## config.mk

```make
export PLATFORM = sky130hd
export DESIGN_NAME = spi_cmd_sequencer
export DESIGN_NICKNAME = d
export VERILOG_FILES = /design/src/rtl/spi_seq_pkg.sv /design/src/rtl/spi_cmd_sequencer_fifo.sv /design/src/rtl/spi_cmd_sequencer.sv
export SDC_FILE = /design/constraint.sdc
export NUM_CORES = 1
export LEC_CHECK = 0
export CAP_MARGIN = 20
export CORE_AREA = 2 2 198 200
export CTS_CLUSTER_DIAMETER = 30
export DETAILED_ROUTE_END_ITERATION = 10
export DIE_AREA = 0 0 200 202
export PLACE_DENSITY = 0.7
export SLEW_MARGIN = 10
export SYNTH_ARGS = -nofsm -noshare
export SYNTH_HDL_FRONTEND = slang
export SYNTH_HIERARCHICAL = 1
export SYNTH_SLANG_ARGS = --single-unit
```

## constraint.sdc

```tcl
create_clock -name CLK -period 8.5 [get_ports CLK]
set_input_delay 0.85 -clock CLK [delete_from_list [all_inputs] [get_ports CLK]]
set_output_delay 0.85 -clock CLK [all_outputs]
set_load 0.02 [all_outputs]
```

## src/rtl/spi_seq_pkg.sv

```systemverilog
// Shared types and constants for the SPI command sequencer.
package spi_seq_pkg;

  typedef enum logic [2:0] {
    S_IDLE,
    S_CONFIG,
    S_SETTLE,
    S_LAUNCH,
    S_WAIT,
    S_RESP
  } spi_seq_state_t;

  localparam int CFG_EN_BIT   = 0;
  localparam int CFG_HALT_BIT = 7;
  localparam int CMD_DATA_W   = 64;

  typedef struct packed {
    logic [15:0]           cfg;
    logic [CMD_DATA_W-1:0] data;
  } spi_cmd_t;

  // A command that disables or halts the master only reprograms it; nothing is sent.
  function automatic logic cfg_only(input logic [15:0] cfg);
    return !cfg[CFG_EN_BIT] || cfg[CFG_HALT_BIT];
  endfunction

endpackage

```

## src/rtl/spi_cmd_sequencer_fifo.sv

```systemverilog
// Command FIFO: DEPTH entries, extra pointer MSB distinguishes full from empty.
module spi_cmd_fifo #(
  parameter int WIDTH = 80,
  parameter int DEPTH = 4
) (
  input  logic             CLK,
  input  logic             reset,
  input  logic             push,
  input  logic [WIDTH-1:0] push_data,
  input  logic             pop,
  output logic [WIDTH-1:0] pop_data,
  output logic             full,
  output logic             empty
);

  localparam int AW = $clog2(DEPTH);

  logic [WIDTH-1:0] mem [DEPTH];
  logic [AW:0]      wr_ptr;
  logic [AW:0]      rd_ptr;

  assign full     = (wr_ptr[AW] != rd_ptr[AW]) && (wr_ptr[AW-1:0] == rd_ptr[AW-1:0]);
  assign empty    = (wr_ptr == rd_ptr);
  assign pop_data = mem[rd_ptr[AW-1:0]];

  always_ff @(posedge CLK) begin
    if (reset) begin
      wr_ptr <= '0;
      rd_ptr <= '0;
    end else begin
      if (push && !full) begin
        mem[wr_ptr[AW-1:0]] <= push_data;
        wr_ptr              <= wr_ptr + 1'b1;
      end
      if (pop && !empty) begin
        rd_ptr <= rd_ptr + 1'b1;
      end
    end
  end

endmodule

```

## src/rtl/spi_cmd_sequencer.sv

```systemverilog
// SPI master command front-end: queues commands, configures and launches the master, returns the reply.
// Optional config cache (skip CONFIG/SETTLE on repeated config) enabled by macro SPI_SEQ_CFG_CACHE_EN.
module spi_cmd_sequencer
  import spi_seq_pkg::*;
#(
  parameter int          DATA_IN  = 64,
  parameter int          DATA_OUT = 32,
  parameter int          DEPTH    = 4,
  parameter logic [15:0] TIMEOUT  = 16'd4096
) (
  input  logic                CLK,
  input  logic                reset,
  // valid/ready on both cmd and rsp: a transfer happens on any edge where valid and ready
  // are both high; a raised valid holds with a stable payload until that edge.
  input  logic                cmd_valid,
  output logic                cmd_ready,
  input  logic [15:0]         cmd_config,
  input  logic [DATA_IN-1:0]  cmd_data,
  output logic                rsp_valid,
  input  logic                rsp_ready,
  output logic [DATA_OUT-1:0] rsp_data,
  output logic                rsp_err,
  output logic [15:0]         data_config,
  output logic                config_enable,
  output logic [DATA_IN-1:0]  data_send,
  output logic                send_data,
  input  logic                end_send,
  input  logic [DATA_OUT-1:0] data_read,
  output logic                busy,
  output logic [2:0]          state_dbg
);

  spi_seq_state_t state, state_nxt;

  logic [15:0]         cfg_r;
  logic [DATA_IN-1:0]  data_r;
  logic [DATA_OUT-1:0] rsp_data_r;
  logic                rsp_err_r;
  logic [15:0]         cnt;
  logic                full, empty, pop, skip_cfg;
  logic [DATA_IN+15:0] fifo_dout;
  logic [15:0]         fifo_cfg;

  assign cmd_ready = !full && !reset;
  assign pop       = (state == S_IDLE) && !empty;
  assign fifo_cfg  = fifo_dout[DATA_IN+15:DATA_IN];

  spi_cmd_fifo #(.WIDTH(DATA_IN + 16), .DEPTH(DEPTH)) u_fifo (
    .CLK       (CLK),
    .reset     (reset),
    .push      (cmd_valid && cmd_ready),
    .push_data ({cmd_config, cmd_data}),
    .pop       (pop),
    .pop_data  (fifo_dout),
    .full      (full),
    .empty     (empty)
  );

`ifdef SPI_SEQ_CFG_CACHE_EN
  logic [15:0] cfg_cache;
  assign skip_cfg = !cfg_only(fifo_cfg) && (fifo_cfg == cfg_cache);
`else
  assign skip_cfg = 1'b0;
`endif

  assign data_config = cfg_r;
  assign data_send   = data_r;
  assign rsp_data    = rsp_data_r;
  assign rsp_err     = rsp_err_r;
  assign busy        = (state != S_IDLE);
  assign state_dbg   = state;

  always_comb begin
    state_nxt     = state;
    config_enable = 1'b0;
    send_data     = 1'b0;
    rsp_valid     = 1'b0;
    case (state)
      S_IDLE:   if (!empty) state_nxt = skip_cfg ? S_LAUNCH : S_CONFIG;
      S_CONFIG: begin
        config_enable = 1'b1;
        state_nxt     = S_SETTLE;
      end
      S_SETTLE: state_nxt = cfg_only(cfg_r) ? S_RESP : S_LAUNCH;
      S_LAUNCH: begin
        send_data = 1'b1;
        state_nxt = S_WAIT;
      end
      // end_send is checked first, so it wins over a coincident timeout
      S_WAIT:   if (end_send || (cnt == TIMEOUT - 16'd1)) state_nxt = S_RESP;
      S_RESP: begin
        rsp_valid = 1'b1;
        if (rsp_ready) state_nxt = S_IDLE;
      end
      default:  state_nxt = S_IDLE;
    endcase
  end

  always_ff @(posedge CLK) begin
    if (reset) begin
      state      <= S_IDLE;
      cfg_r      <= '0;
      data_r     <= '0;
      rsp_data_r <= '0;
      rsp_err_r  <= 1'b0;
      cnt        <= '0;
`ifdef SPI_SEQ_CFG_CACHE_EN
      cfg_cache  <= '0;
`endif
    end else begin
      state <= state_nxt;
      if (pop) begin
        cfg_r  <= fifo_cfg;
        data_r <= fifo_dout[DATA_IN-1:0];
      end
`ifdef SPI_SEQ_CFG_CACHE_EN
      if (state == S_CONFIG) cfg_cache <= cfg_r;
`endif
      if (state == S_SETTLE && cfg_only(cfg_r)) begin
        rsp_data_r <= '0;
        rsp_err_r  <= 1'b0;
      end
      if (state == S_LAUNCH) cnt <= '0;
      if (state == S_WAIT) begin
        cnt <= cnt + 16'd1;
        if (end_send) begin
          rsp_data_r <= data_read;
          rsp_err_r  <= 1'b0;
        end else if (cnt == TIMEOUT - 16'd1) begin
          rsp_data_r <= '0;
          rsp_err_r  <= 1'b1;
        end
      end
    end
  end

endmodule

```

* After elaboration in Yosys (flattened, before gate mapping) *
Memories as Yosys holds them, arrays and structs flattened. A register that Yosys moved wholly into a read port is not among the register bits.
Index checks and enable logic that the tools add are counted.

storage, ports and cells
  flip-flop bits (word level) = 58
  bits in writable memories = 320
  input bits = 117
  output and inout port bits = 121
  word-level logic and storage cells = 60
  memories = 1

memory list
  memory      depth  bits a word  rd ports  clocked after memory_dff  write ports  line                          RTL
  u_fifo.mem  4      80           1         1                         1            spi_cmd_sequencer_fifo.sv:18  logic [WIDTH-1:0] mem [DEPTH];

cells by class
  add/subtract/negate cells = 3
  equality and inequality tests = 12
  multiplexer cells = 21
  reduce and logical (&&, ||, !) cells = 17

operators with widths
  kind                                             count
  2-to-1 mux 32 bit                                4
  2-to-1 mux 16 bit                                2
  one-hot mux 3 bit (6 select lines)               1
  adder 16 x 1 -> 16 bit, second input constant    1
  == test 16 x 12 -> 1 bit, second input constant  1
  2-to-1 mux 3 bit                                 4
  2-to-1 mux 1 bit                                 10
  logical AND 1 bit                                7
  adder 3 x 1 -> 3 bit, second input constant      2
  == test 3 x 2 -> 1 bit, second input constant    2
  == test 3 bit, second input constant             2
  inequality test 2 bit, second input constant     3
  zero test 1 bit                                  4
  == test 3 x 1 -> 1 bit, second input constant    1
  == test 3 bit                                    1
  zero test 3 bit                                  1
  AND reduction 3 bit                              1
  nonzero test 3 bit                               1
  == test 2 bit                                    1
  logical OR 1 bit                                 2
  nonzero test 2 bit                               1
  inequality test 1 bit                            1

* Logic depth before layout (Yosys ltp) *
Gate-level depths: netlist of the first run.

  depth after elaboration = 9
  depth in mapped cells = 11
  gate-level depth less buffers = 8

* Modules after synthesis *
Netlist of the first run, hierarchy kept.

modules (own cells, without submodules)
  module             instances  cells an instance  area an instance (um^2)  seq. area each (um^2)
  spi_cmd_fifo       1          488                12085.3                  9769.4
  spi_cmd_sequencer  1          556                4878.4                   2642.5

* Worst setup path after synthesis of the first run *
No wires, ideal clock.

  path type = input to register
  from = in reset
  to = mem u_fifo.mem[0][0], enable pin
  setup time = 0.663 ns
  arrival time = 7.817 ns
  data required time = 7.837 ns
  setup slack = 0.021 ns
  cell stages on the path = 5
  buffers on the path = 1
  path through = clkbuf_1 > nor2_1 > and2_1 > nand2b_1 > a311oi_1

on the way
  cells in the longest elaborated chain, start to end = 7

RTL lines
  element                                 line                          RTL
  from (decl)                             spi_cmd_sequencer.sv:12       input logic reset,
  zero test 1 bit                         spi_cmd_sequencer.sv:44       assign cmd_ready = !full && !reset;
  logical AND 1 bit                       spi_cmd_sequencer.sv:44
  net cmd_ready                           spi_cmd_sequencer.sv:16       output logic cmd_ready,
  logical AND 1 bit                       spi_cmd_sequencer.sv:51       .push (cmd_valid && cmd_ready),
  logical AND 1 bit                       spi_cmd_sequencer_fifo.sv:31  if (push && !full) begin
  2-to-1 mux 1 bit                        spi_cmd_sequencer_fifo.sv:31
  2-to-1 mux 1 bit                        spi_cmd_sequencer_fifo.sv:27  if (reset) begin
  2-to-1 mux 1 bit (not written as such)  spi_cmd_sequencer_fifo.sv:32  mem[wr_ptr[AW-1:0]] <= push_data;
  to (decl)                               spi_cmd_sequencer_fifo.sv:18

The timed path passes the listed nets, and every way through them passes these cells.

* Worst setup path in the final report of the first run *
  from = reg u_fifo.rd_ptr[0]
  to = reg u_fifo.rd_ptr[2]

on the way
  cells in the longest elaborated chain, start to end = 4
  elaborated cells on any way between the ends = 5
  classes of those cells = add/sub (1); eq/ne (1); reduce/logical (3)

RTL lines
  element                 line                                                   RTL
  from (decl)             spi_cmd_sequencer_fifo.sv:20                           logic [AW:0] rd_ptr;
  from (signal assigned)  spi_cmd_sequencer_fifo.sv:36                           rd_ptr <= rd_ptr + 1'b1;
  == test 3 bit *         spi_cmd_sequencer_fifo.sv:23                           assign empty = (wr_ptr == rd_ptr);
  net empty               spi_cmd_sequencer.sv:40                                logic full, empty, pop, skip_cfg;
  zero test 1 bit *       spi_cmd_sequencer_fifo.sv:35, spi_cmd_sequencer.sv:45
  logical AND 1 bit       spi_cmd_sequencer.sv:45                                assign pop = (state == S_IDLE) && !empty;
  logical AND 1 bit *     spi_cmd_sequencer_fifo.sv:35                           if (pop && !empty) begin

Mark *: on every way through the listed nets, which the timed path passes. The rest lies on a longest branch.
A chain may end at the register's enable or synchronous reset.

==> out/metrics.cfg, run 1 <==
[status]
status=completed

[yosys]
synth_area_um2=17000
ys_top_cells_by_area=edfxtp_1 (57%), dfxtp_1 (17%), mux4_2 (11%)
synth_cell_type_count=63
yosys_warnings=6
async_reset_ff_share_pct=0
synth_top_area_share_pct=56.6
syn_avg_cell_area_um2=16.2
yosys.area.top_type=edfxtp_1
synth_fp_nets=1167
synth_seq_cells=460
synth_edf_count=320
ys_seq_area_share_pct=73.2
synthCells=1044
synth_commonest_cells=edfxtp_1 (320), nand2_1 (178), dfxtp_1 (140)
synth_most_common_cell=edfxtp_1
ys.flop_type=edfxtp_1

[timing]
skew_ns=0.0216
drv_slew=0
clock.fmax_mhz=262
hold_violations=0
rsz0062_at_grt=false
slew_headroom_pct=27.3
worstMarginPinSlew_ns=1.09
setup_tns_ns=0
period_share_pct=44.9
setup_violations=0
period_needed_ns=3.82

[power_and_ir_drop]
power.switching_w=0.00205
powerDensity_nw_per_um2=331
clockPowerShare_pct=47.0
switching_share_pct=27.0
p_comb_share_pct=17.4
p_seq_share_pct=35.6
p_int_w=0.00555
peakVddDrop_v=0.000179
p_leak_nw=7.70

[setup_path]
cp.buffers_inverters=3
r2r_end=u_fifo/rd_ptr[2]
crit_family=simple AND/OR/NAND/NOR gates
max_stage_delay_ns=0.64
cp_slowest_cell=xnor2_1
startpoint_type=flip-flop
cp_cell_sequence=xnor2_1 > nand2_1 > nor2_1 > or2_4 > buf_16 > clkinv_2 > buf_4 > and3_1 > nand3_1 > a31oi_1
arrival_ns=4.25
cp.depth=10
worst_r2r_path_depth=10
critPathMaxFanout=62
r2r_start=u_fifo/rd_ptr[0]
crit_required_ns=8.93
r2r_slack_ns=4.68
cp-end-kind=flip-flop
critical_path_class=reg2reg

[drt]
antenna_left=0
vias=10100
drc=0
routed_wl_um=38900
vias_per_cell=5.27
wire_per_inst_um=20.2
drt_iter0_drc=583
dr.pass1.iters=5

[min_path]
hold_class=reg2reg
hp-start=data_send[52]
hold_depth=2
worstHoldEndpoint=data_send[52]

[clocking]
cts.hold.buffers_added=0
insertion_delay_ns=0.60
cts_made_buffers=91
post_cts_buffers=0
path_clk_slew_ns=0.05
cts.sinks=460
htreeDepth=3
post_cts_resized=0
cts_tree=yes
root_buffer=clkbuf_16
ctsLongestPathBuffers=3

[die]
die-area_um2=40400
start_util_pct=44.3
core_um2=38300
fp.dieW_um=200
ios=238
rows=72
die_height_um=202

[cells_and_area]
nNetsFinal=1450
drive_gt1_share_pct=20.1
fin_util_pct=60.0
fillers=2859
area_growth_pct=35.5

[global_routing]
antenna_found_initial=2
overflow=0
grt_max_degree=82
grtUsageTotal_pct=19.5
grt_pass1_wl_um=59000
first_global_vias=10500

[placement]
port_buffers=237
hpwlAfterDp_um=22400
gp_congestion=0.778

[run]
drv_cap=0

==> layout by cell type, fill, tap and decap left out, drive strengths merged, types with 3 or more instances in the layout <==
master,Yosys,layout
a21oi,95,95
a22o,32,32
a31oi,5,5
and2,5,5
and3,3,3
buf,30,14
bufinv,0,9
clkbuf,30,112
clkdlybuf4s50,0,236
clkinv,0,34
clkinvlp,0,6
dfxtp,140,140
edfxtp,320,320
ha,6,6
inv,9,19
mux2,4,4
mux4,80,80
nand2,178,178
nand3,11,11
nand3b,4,4
nand4,5,5
nor2,21,21
nor3,4,4
nor3b,7,7
o211ai,7,7
o21ai,8,8
or3,6,6
or4,3,3
xnor2,3,3
xor2,3,3
==> metrics by stage <==
step           power [W]  hold slack [ns]  area (um2)  cells  setup WS [ns]
2_1_floorplan    0.00351            0.486       17000   1044         0.0206
3_3_place_gp     0.00404            0.444       19800   1749           4.25
3_5_place_dp     0.00406            0.446       19800   1750           4.14
4_1_cts          0.00765            0.457       22900   1921           4.10
5_1_grt          0.00789            0.472       23000   1924           4.37
6_report         0.00760            0.454       23000   1924           4.68
==> routing by layer <==
layer  up-vias  GRT usage [%]  part of all wire [%]
li1       4608              -                     -
met1      5089           24.4                    41
met2       378           32.2                    49
met3        64           5.41                   8.1
met4         2           7.22                   2.1
met5         -              0                 0.036
==> worst reg2reg max path: cells and delay by family, from the launching register on <==
kind	cells	cell delay, ns
compound gates	1	0.09
xor+xnor	1	0.64
buf+inv	3	1.24
flops	1	0.37
simple gates	5	1.33
==> sequential cells by signal, summed over array words and instances, names as in the netlist, named ones only <==
| name | flops |
|---|---|
| data_config | 16 |
| u_fifo/wr_ptr | 3 |
| cnt | 16 |
| u_fifo/rd_ptr | 3 |
| state_dbg | 3 |
| rsp_err | 1 |
| u_fifo/mem | 320 |
| rsp_data | 32 |
| data_send | 64 |
==> cell families after synthesis <==
kind of cell    count (synthesis)  synth area share (%)
fa+ha+maj                       6                 0.443
flops                         460                  73.2
compound gates                161                  6.06
buf+inv                        69                  2.21
xor+xnor                        6                 0.310
mux                            85                  10.9
simple gates                  257                  6.87
==> power by group through the flow <==
stage          Sequential, W  Clock (W)  Combinational (W)
3_3_place_gp         0.00277          0            0.00126
6_report             0.00271    0.00357            0.00132
5_1_grt              0.00273    0.00373            0.00143
2_1_floorplan        0.00286          0           0.000653
4_1_cts              0.00274    0.00362            0.00129
3_5_place_dp         0.00278          0            0.00128
==> how the worst max path moves through the flow <==
stage                                 from          endpoint
after floorplan                      reset  u_fifo/mem[0][0]
after global placement    u_fifo/rd_ptr[0]  u_fifo/rd_ptr[2]
after detailed placement  u_fifo/rd_ptr[0]  u_fifo/rd_ptr[2]
after CTS                 u_fifo/rd_ptr[0]  u_fifo/rd_ptr[2]
after global routing      u_fifo/rd_ptr[0]         flip-flop
final                     u_fifo/rd_ptr[0]  u_fifo/rd_ptr[2]
==> final cells by class <==
class | count | area [um2] | share of cell area [%]
flip-flops and latches | 460 | 12400 | 54.0
multi-input cells | 515 | 4200 | 18.3
clock buffers | 112 | 2520 | 11.0
repair buffers | 250 | 2510 | 10.9
well taps | 518 | 648 | 2.82
clock inverters | 59 | 636 | 2.77
inverters | 9 | 35.0 | 0.152
diodes | 1 | 2.50 | 0.0109
Power figures use the tool's default switching activity.
==> inputs of run 2 (changes only) <==
Settings changed: PLACE_DENSITY 0.7 to 0.67.
Clock period 8.5 ns to 3.7 ns, I/O delays scaled along.
==> out/metrics.cfg, run 2 (synthesis results as in run 1) <==
[setup_path]
critPathMaxFanout=14  ; was 62
startpoint_type=flip-flop  ; unchanged
critical_path_class=reg2out  ; was reg2reg
cp-end-kind=output port  ; was flip-flop
arrival_ns=2.51  ; was 4.25 ns
crit_required_ns=3.33  ; was 8.93 ns

[placement]
dp.cells=1758  ; was 1750
pre_cts_slack_ns=0.908  ; was 4.14 ns
port_buffers=237  ; unchanged
gp_congestion=0.780  ; was 0.778
hpwlAfterDp_um=22900  ; was 22400 um

[global_routing]
first_global_vias=10600  ; was 10500
overflow=0  ; unchanged
grt_max_degree=81  ; was 82
use_met2_pct=31.8  ; was 32.2%
grt.busiest_layer=met2  ; unchanged
antenna_found_initial=5  ; was 2
grt_pass1_wl_um=59600  ; was 59000 um
grtUsageTotal_pct=19.5  ; about the same
grt_use_met3_pct=5.89  ; was 5.41%
use_met1_pct=24.6  ; was 24.4%

[power_and_ir_drop]
powerDensity_nw_per_um2=755  ; was 331 nW/um2
p_leak_nw=7.69  ; was 7.70 nW
peakVddDrop_v=0.000486  ; was 0.000179 V

[status]
status=completed  ; unchanged

[clocking]
cts_made_buffers=90  ; was 91
cts_tree=yes  ; unchanged
ctsLongestPathBuffers=3  ; unchanged
cts.hold.buffers_added=0  ; unchanged
path_clk_slew_ns=0.04  ; was 0.05 ns
htreeDepth=3  ; unchanged
insertion_delay_ns=0.60  ; about the same
post_cts_buffers=0  ; unchanged
cts.sinks=460  ; unchanged
root_buffer=clkbuf_16  ; unchanged
post_cts_resized=0  ; unchanged

[cells_and_area]
fin_cells=1932  ; was 1924
drive_gt1_share_pct=20.2  ; was 20.1%
fillers=2832  ; was 2859
fin_util_pct=60.3  ; was 60.0%
nNetsFinal=1455  ; was 1450
final_common_cell=edfxtp_1  ; unchanged
area_growth_pct=36.2  ; was 35.5%
largest_reg_flops=320  ; unchanged
final-seq-area_um2=12400  ; about the same
final_cell_mix=edfxtp_1 (320), clkdlybuf4s50_1 (236), nand2_1 (177)  ; was edfxtp_1 (320), clkdlybuf4s50_1 (236), nand2_1 (178)
multi_input_area_um2=4270  ; was 4200 um2

[die]
fp.dieW_um=200  ; unchanged
start_util_pct=44.3  ; unchanged
die-area_um2=40400  ; unchanged
core_um2=38300  ; unchanged
die_height_um=202  ; unchanged
rows=72  ; unchanged
ios=238  ; unchanged

[drt]
dr.pass1.iters=5  ; unchanged
drc=0  ; unchanged
routed_wl_um=38600  ; was 38900 um
wire_per_inst_um=20.0  ; was 20.2 um
vias=10100  ; about the same
vias_per_cell=5.22  ; was 5.27
antenna_left=0  ; unchanged
drt_iter0_drc=670  ; was 583

[timing]
hold_violations=0  ; unchanged
drv_slew=0  ; unchanged
rsz0062_at_grt=false  ; unchanged
clock.fmax_mhz=348
period_needed_ns=2.88
setup_slack_ns=0.822  ; was 4.68 ns
worstMarginPinSlew_ns=0.992  ; was 1.09 ns
period_share_pct=77.8
skew_ns=0.0190  ; was 0.0216 ns
slew_headroom_pct=33.9  ; was 27.3%
setup_violations=0  ; unchanged

[run]
drv_cap=0  ; unchanged

[min_path]
hold_class=in2reg  ; was reg2reg

run 2: area by class of cell:
cell class / count / share of cell area, %
Timing Repair Buffer: 256 / 11.3
Clock inverter: 57 / 3.00
Sequential cell: 460 / 53.8
Clock buffer: 113 / 10.5
Multi-Input combinational cell: 515 / 18.5
Antenna cell: 4 / 0.0433
Inverter: 9 / 0.152
Tap cell: 518 / 2.81
run 2: final timing paths:
check	start	endpoint	slack, ns	depth (start not counted)
worst min-delay path	reset	cnt[10]	0.29	2
worst min register to register	data_send[52]	data_send[52]	0.45	2
worst max-delay path	state_dbg[0]	send_data	0.82	3
worst max register to register	u_fifo/wr_ptr[1]	u_fifo/mem[3][49]	0.88	9
run 2: where the power goes:
group	total (W)	switching [W]	internal [W]	leakage, nW
registers	0.00626	0.000346	0.00592	4.03
clock network	0.00818	0.00261	0.00557	1.50
logic	0.00301	0.00167	0.00134	2.16
total	0.0175	0.00463	0.0128	7.69
run 2: layer usage:
layer  vias to the layer above  share of wire, %
met4                         2               2.1
met2                       367                48
met3                        64               8.4
li1                       4631                 -
met1                      5016                41
met5                         -             0.029
run 2: critical path: stages, from the launching register on:
cell             delay, ns
dfxtp_1               0.61
nand3b_1              0.42
inv_1                 0.22
clkdlybuf4s50_1       0.66
run 2: stage by stage:
| step | total power [W] | TNS (ns) | instance area (um2) | hold slack [ns] |
|---|---|---|---|---|
| final | 0.0175 | 0 | 23100 | 0.290 |
| after global routing | 0.0181 | 0 | 23100 | 0.318 |
| after CTS | 0.0177 | 0 | 23100 | 0.276 |
| after detailed placement | 0.00939 | 0 | 20000 | 0.448 |
| after global placement | 0.00937 | 0 | 20000 | 0.445 |
| after floorplan | 0.00808 | -11.97 | 17100 | 0.469 |
==> inputs of run 3 (changes only) <==
Clock period 3.7 ns to 2.85 ns, I/O delays scaled along.
==> out/metrics.cfg, run 3 (synthesis results as in run 1) <==
[min_path]
hold_class=in2reg  ; unchanged

[cells_and_area]
largest_reg_flops=320  ; unchanged
final_area_um2=23400  ; was 23100 um2
drive_gt1_share_pct=21.7  ; was 20.2%
final_common_cell=edfxtp_1  ; unchanged
nNetsFinal=1466  ; was 1455
final_cell_mix=edfxtp_1 (320), clkdlybuf4s50_1 (236), nand2_1 (177)  ; unchanged
area_growth_pct=38.1  ; was 36.2%

[timing]
drv_slew=0  ; unchanged
skew_ns=0.0196  ; was 0.0190 ns
slew_headroom_pct=51.5  ; was 33.9%
rsz0062_at_grt=false  ; unchanged
whs_ns=0.0548  ; was 0.290 ns
worstMarginPinSlew_ns=0.728  ; was 0.992 ns
setup_tns_ns=0  ; unchanged
period_needed_ns=2.69
setup_slack_ns=0.165  ; was 0.822 ns
hold_violations=0  ; unchanged
clock.fmax_mhz=372
period_share_pct=94.2
setup_violations=0  ; unchanged

[setup_path]
startpoint_type=flip-flop  ; unchanged
cp-end-kind=output port  ; unchanged
crit_required_ns=2.57  ; was 3.33 ns
arrival_ns=2.40  ; was 2.51 ns
critical_path_class=reg2out  ; unchanged
critPathMaxFanout=8  ; was 14
r2r_slack_ns=0.28  ; was 0.88 ns

[drt]
drt_iter0_drc=538  ; was 670
drc=0  ; unchanged
vias=10100  ; about the same
dr.pass1.iters=5  ; unchanged
wire_per_inst_um=19.6  ; was 20.0 um
vias_per_cell=5.19  ; was 5.22
routed_wl_um=38100  ; was 38600 um
antenna_left=0  ; unchanged

[global_routing]
overflow=0  ; unchanged
grtUsageTotal_pct=19.2  ; was 19.5%
antenna_found_initial=5  ; unchanged
grt_pass1_wl_um=59200  ; was 59600 um
grt_max_degree=81  ; unchanged
first_global_vias=10600  ; about the same

[clocking]
post_cts_buffers=0  ; unchanged
ctsLongestPathBuffers=3  ; unchanged
path_clk_slew_ns=0.05  ; was 0.04 ns
cts.sinks=460  ; unchanged
post_cts_resized=0  ; unchanged
root_buffer=clkbuf_16  ; unchanged
cts.hold.buffers_added=0  ; unchanged
insertion_delay_ns=0.60  ; about the same
cts_tree=yes  ; unchanged
htreeDepth=3  ; unchanged
cts_made_buffers=92  ; was 90

[placement]
placed_area_um2=20100  ; was 20000 um2
gp_congestion=0.768  ; was 0.780
hpwlAfterDp_um=22900  ; about the same
port_buffers=237  ; unchanged
pre_cts_slack_ns=0.149  ; was 0.908 ns

[die]
die-area_um2=40400  ; unchanged
fp.dieW_um=200  ; unchanged
die_height_um=202  ; unchanged
core_um2=38300  ; unchanged
rows=72  ; unchanged
start_util_pct=44.3  ; unchanged
ios=238  ; unchanged

[run]
drv_cap=0  ; unchanged

[status]
status=completed  ; unchanged

[power_and_ir_drop]
p_leak_nw=7.86  ; was 7.69 nW
powerDensity_nw_per_um2=994  ; was 755 nW/um2
peakVddDrop_v=0.000656  ; was 0.000486 V

-- run 3: cell types whose count changed in the layout (fill, tap and decap cells not counted), sizes merged --
cell / previous run / this run
clkbuf: 113 / 109
buf: 20 / 29
clkinv: 24 / 28
bufinv: 13 / 15
inv: 17 / 21
diode: 4 / 2
clkinvlp: 12 / 9
-- run 3: critical path: stages, from the launching register on --
cell	delay, ns
dfxtp_2	0.36
xnor2_2	0.43
nand2_2	0.19
nor2_4	0.15
nor2_4	0.04
clkdlybuf4s50_1	0.62
-- run 3: final timing paths --
kind / start / to / cells after the start
setup / recovery: u_fifo/rd_ptr[0] / cmd_ready / 5
hold / removal: reset / data_send[34] / 2
setup reg to reg: u_fifo/wr_ptr[1] / u_fifo/mem[1][76] / 9
hold reg to reg: data_send[4] / data_send[4] / 2
-- run 3: per-layer routing --
layer	up-vias	GRT usage [%]	part of all wire, %
li1	4642	-	-
met1	5033	24.9	43
met2	328	30.6	48
met3	70	5.91	7.2
met4	6	7.20	2.5
met5	-	0	0.097
-- run 3: report_power, final --
part           total, W  switching, W  internal [W]
clock network    0.0112       0.00359       0.00762
logic           0.00403       0.00224       0.00179
registers       0.00805      0.000370       0.00768
total            0.0233       0.00620        0.0171
-- run 3: layout make-up --
type,instances,area [um2]
inverter,9,36.3
fill,2846,14900
tap,518,648
clock buffer,109,2470
sequential,460,12400
timing repair buffer,265,2720
antenna,2,5.00
multi-input combinational,515,4270
clock inverter,64,860
-- run 3: metrics by stage --
step	cells	util (%)	power, W
floorplan	1044	-	0.0105
global placement	1767	52.5	0.0122
detailed placement	1767	52.5	0.0123
CTS	1940	61.2	0.0236
global route	1941	61.2	0.0243
finish	1942	61.2	0.0233
==> RTL edit 1, RTL diff (flow settings as in run 2) <==
`DEPTH` is set to 4 in 2 places; all go to 2.
--- a/src/rtl/spi_cmd_sequencer_fifo.sv
+++ b/src/rtl/spi_cmd_sequencer_fifo.sv
@@ -3,3 +3,3 @@
   parameter int WIDTH = 80,
-  parameter int DEPTH = 4
+  parameter int DEPTH = 2
 ) (
--- a/src/rtl/spi_cmd_sequencer.sv
+++ b/src/rtl/spi_cmd_sequencer.sv
@@ -7,3 +7,3 @@
   parameter int          DATA_OUT = 32,
-  parameter int          DEPTH    = 4,
+  parameter int          DEPTH    = 2,
   parameter logic [15:0] TIMEOUT  = 16'd4096
Check against the original RTL: not equivalent (a bounded check fails within 4 cycles, from zero or initial values and one cycle with reset high).
==> RTL edit 1 against run 2 <==
  * Maximum frequency up 4.0%
  * Setup slack better by 0.11 ns
  * Clock skew about the same
  * Area after synthesis down 36%
  * Worst hold slack worse by 0.067 ns
  * Design area down 30%
  * Wire length down 29%
  * Clock power down 27%
  * Power down 25%
  * Via count down 25%
  * Critical endpoint unchanged
  * Sequential cell count down 163
==> RTL edit 1: results (changes against run 2) <==
outcome=finished clean; final WL=27,290 um (-29%); total track usage=0.1351 (-0.05984); Leak=5.606 nW (-27%); post-DP HPWL=16,090 um (-30%); EDFF count, synth=160 (-50%); largest net degree at the start of global routing=81 (unchanged); starting DRC count in detailed routing=237 (-65%); Slew @ Worst Pin=1.076 ns (+0.08459 ns); Slowest-stage cell, CP=clkdlybuf4s50_1; htree depth=3 (unchanged); flop2flop setup slack=1.23 ns (+0.35 ns); Clk pin slew, worst setup/hold paths=0.04 ns (about the same); via count=7,521 (-25%); maximum vdd ir drop=448.2 uV (-7.9%); worst-skew pair later-pin latency=0.57 ns (-0.03 ns); WP data arrival=2.40 ns (-0.11 ns); synthesized area per cell=13.01 sq um (-20%); Clock Skews=0.01945 ns (+0.0004462 ns); worst-path fanout max=12 (-2); switching share of power=0.2930 (+0.02802); commonest cells in the netlist=177 x nand2_1, 160 x edfxtp_1, 137 x dfxtp_1; asr flop ratio synth=0 (unchanged); vias in the first global route=7,921 (-25%); deepest clock path buffer count=3 (unchanged); sequential fraction of the synthesis area=0.6913 (-0.04040); max reg flops=160 (-50%); synth unique cells=58 (-7.9%); GR Util met3=0.05139 (-0.007509); CP max stage delay=0.63 ns (-0.03 ns); first-pass GRT wire length=42,100 um (-29%); met1 usage=0.1526 (-0.09376); cts bufs inserted=72 (-20%); GR Layer Usage met2=0.2242 (-0.09387); nets=1,230 (-15%); setup bufs post-CTS=0 (unchanged); wire per inst=16.16 um (-19%); 1st-pass router iterations=4 (-1); RD Place Congestion=0.7390 (-5.2%); Post-CTS Resized=0 (unchanged); Layout fillers=3,551 (+25%); CP delay by family, top=buffers and inverters; largest cells by area after synthesis=edfxtp_1 44%, dfxtp_1 25%, mux2_2 8.6%; synthesized net count=957 (-18%); synth warn=6 (unchanged); worst hold-check path type=input pin to flop; initial antenna violation count=2 (-3); Hold WS=0.2236 ns (-0.06656 ns); fraction of layout cells with a size suffix above 1=0.2000 (-0.002128); Placed Cells incl. Taps=1,556 (-11%); clock root buffer=clkbuf_16; Port Buffers=237 (unchanged)
==> RTL edit 1: cell count changes after synthesis, sizes merged, moves of 5 or more <==
cell,before,now
edfxtp,320,160
mux2,4,84
mux4,80,0
clkbuf,30,22
ha,6,1
nor2,21,26
o211ai,7,2
==> RTL edit 1: through the flow <==
stage	area, sq um	worst slack (ns)
after floorplan	10970	-0.4571
after global placement	13800	1.285
after detailed placement	13820	1.184
after CTS	16170	0.8354
after global routing	16170	0.6995
final	16170	0.9332
==> RTL edit 1: final cells by class <==
type,count,area [sq um],share of cell area
antenna,1,2.502,0.0001547
sequential,297,7552,0.4670
clock inverter,38,407.9,0.02522
tap,518,648.1,0.04007
clock buffer,94,1946,0.1203
inverter,5,20.02,0.001238
multi-input combinational,487,3104,0.1919
timing repair buffer,249,2492,0.1541
==> RTL edit 1: power by group through the flow <==
| stage | Combinational [mW] | Sequential (mW) | Clock, mW |
|---|---|---|---|
| 2_1_floorplan | 1.25 | 4.62 | 0 |
| 3_3_place_gp | 2.85 | 4.31 | 0 |
| 3_5_place_dp | 2.89 | 4.33 | 0 |
| 4_1_cts | 2.90 | 4.28 | 6.10 |
| 5_1_grt | 3.07 | 4.34 | 6.27 |
| 6_report | 2.83 | 4.27 | 5.97 |
==> RTL edit 1: per-layer routing <==
| layer | wire [um] | vias up |
|---|---|---|
| met2 | 12960 | 240 |
| met5 | 13 | - |
| met3 | 2096 | 58 |
| met4 | 898 | 2 |
| li1 | - | 3605 |
| met1 | 11320 | 3616 |
==> RTL edit 1: path summary, 6_finish.rpt <==
check                                     start                         end  cells after the start
setup reg to reg  u_fifo/rd_ptr[0]$_SDFFE_PP0P_  data_send[40]$_SDFFE_PP0P_                      6
hold / removal                            reset         cnt[3]$_SDFFE_PP0P_                      2
setup / recovery      state_dbg[1]$_SDFFE_PP0P_                   send_data                      3
hold reg to reg      data_send[34]$_SDFFE_PP0P_  data_send[34]$_SDFFE_PP0P_                      2
==> RTL edit 1: logic make-up after synthesis <==
family,share of synthesized area
buffers and inverters,0.02762
AND/OR/NAND/NOR,0.1002
adder cells (fa/ha/maj),0.001146
flip-flops,0.6913
AO/OA/AOI/OAI,0.08733
XOR/XNOR,0.003095
multiplexers,0.08939
==> RTL edit 1: worst register-to-register path, cell delays in order (launching register included) <==
cell	delay [ns]
dfxtp_1	0.52
xor2_1	0.15
nor2_1	0.33
or2_4	0.20
buf_4	0.78
nand2_1	0.19
a21oi_1	0.21
==> RTL edit 2, RTL diff (settings of run 2) <==
Without the edit above. Put one more register stage on the output `state_dbg`. The value now appears one clock later. The other outputs are not delayed to match.
--- a/src/rtl/spi_cmd_sequencer.sv
+++ b/src/rtl/spi_cmd_sequencer.sv
@@ -70,3 +70,5 @@
   assign busy        = (state != S_IDLE);
-  assign state_dbg   = state;
+  always_ff @(posedge CLK) begin
+    state_dbg <= state;
+  end
 
Check against the original RTL: not equivalent (Yosys sat finds a counterexample within 4 cycles, from zero or initial values and one cycle with reset high).
==> RTL edit 2 against run 2 <==
  * Design area up 1.6%
  * Sequential cell count up 3
  * Area after synthesis is 3.2% higher
  * Combinational power increased by 16%
  * Power up 1.9%
  * Wire length increased by 3.4%
  * Sequential power increased by 1%
  * Setup slack improved by 0.13 ns
  * Critical path type unchanged
==> RTL edit 2: results (changes against run 2) <==
starting DRC count in detailed routing=734 (+9.6%); largest cells by area after synthesis=edfxtp_1 55%, dfxtp_1 16%, mux4_2 10%; synth unique cells=57 (-9.5%); met1 usage=0.2589 (+0.01258); wire per inst=20.06 um (+0.55%); 1st-pass router iterations=4 (-1); clock root buffer=clkbuf_16; Internal=12.92 mW (+0.69%); Post-CTS Resized=0 (unchanged); maximum vdd ir drop=540.9 uV (+11%); sequential fraction of the synthesis area=0.7122 (-0.01952); fraction of layout cells with a size suffix above 1=0.1928 (-0.009348); setup bufs post-CTS=0 (unchanged); Leak=7.685 nW (-0.11%); htree depth=3 (unchanged); asr flop ratio synth=0 (unchanged); synthesized net count=1,249 (+7.0%); worst hold-check path type=input pin to flop; largest net degree at the start of global routing=81 (unchanged); initial antenna violation count=6 (+1); setup ws final=0.9561 ns (+0.1336 ns); post-DP HPWL=23,180 um (+1.3%); CP delay by family, top=buffers and inverters; worst-path fanout max=8 (-6); synth warn=6 (unchanged); GR Util met3=0.05523 (-0.003671); Slowest-stage cell, CP=clkdlybuf4s50_1; worst-skew pair later-pin latency=0.58 ns (-0.02 ns); deepest clock path buffer count=3 (unchanged); total track usage=0.1986 (+0.003709); Clock Skews=0.03004 ns (+0.01104 ns); Port Buffers=237 (unchanged); dpl ws=0.9872 ns (+0.07874 ns); RD Place Congestion=0.7583 (-2.8%); WP data arrival=2.37 ns (-0.14 ns); GR Layer Usage met2=0.3203 (+0.002232); CP max stage delay=0.64 ns (-0.02 ns); slew margin rel.=0.3509 (+0.01209); max reg flops=320 (unchanged); commonest cells in the netlist=320 x edfxtp_1, 179 x nand2_1, 143 x dfxtp_1; Clk pin slew, worst setup/hold paths=0.04 ns (about the same); row count=72 (unchanged); via/cell ratio=5.421 (+3.9%); outcome=finished clean; Hold WS=0.4014 ns (+0.1112 ns); flop2flop setup slack=0.98 ns (+0.10 ns); first-pass GRT wire length=61,510 um (+3.3%); nets=1,518 (+4.3%); cts bufs inserted=90 (unchanged); EDFF count, synth=320 (unchanged)
## RTL edit 2: power groups by stage
stage          combinational (mW)  sequential (mW)  clock [mW]
2_1_floorplan                1.86             6.67           0
3_3_place_gp                 3.49             6.40           0
4_1_cts                      3.54             6.33        8.12
3_5_place_dp                 3.51             6.42           0
5_1_grt                      3.77             6.38        8.37
6_report                     3.48             6.32        7.98
## RTL edit 2: per-stage QoR
step | instance area [sq um] | instances
after floorplan | 17600 | 1126
after global placement | 20410 | 1821
after detailed placement | 20410 | 1821
after CTS | 23460 | 1986
after global routing | 23470 | 1987
final | 23470 | 1987
## RTL edit 2: final timing paths
kind,from,endpoint,cells after the start
setup / recovery,u_fifo/rd_ptr[0]$_SDFFE_PP0P_,cmd_ready,5
hold / removal,reset,data_config[9]$_SDFFE_PP0P_,2
setup reg to reg,u_fifo/wr_ptr[1]$_SDFFE_PP0P_,u_fifo/mem[3][50]$_DFFE_PP_,9
hold reg to reg,data_send[56]$_SDFFE_PP0P_,data_send[56]$_SDFFE_PP0P_,2
## RTL edit 2: final cells by class
type	count	area (sq um)
tap	518	648.1
fill	2826	14820
timing repair buffer	257	2595
multi-input combinational	573	4649
sequential	463	12480
antenna	1	2.502
clock buffer	112	2479
inverter	10	38.79
clock inverter	53	570.5
## RTL edit 2: cell families after synthesis
logic type | after synthesis | synth area share
AOI/OAI and AO/OA | 188 | 0.06544
adders and majority gates | 6 | 0.004287
DFF | 463 | 0.7122
and+or+nand+nor | 286 | 0.08002
buffers and inverters | 90 | 0.02772
xor gates and xnor gates | 6 | 0.003001
muxes | 87 | 0.1074
## RTL edit 2: layer usage
layer  share of wire  routed length, um  vias up
met3           0.072               2880       71
met4           0.021                840       10
li1                -                  -     4924
met1            0.42              16850     5400
met5          0.0016                 63        -
met2            0.48              19230      366
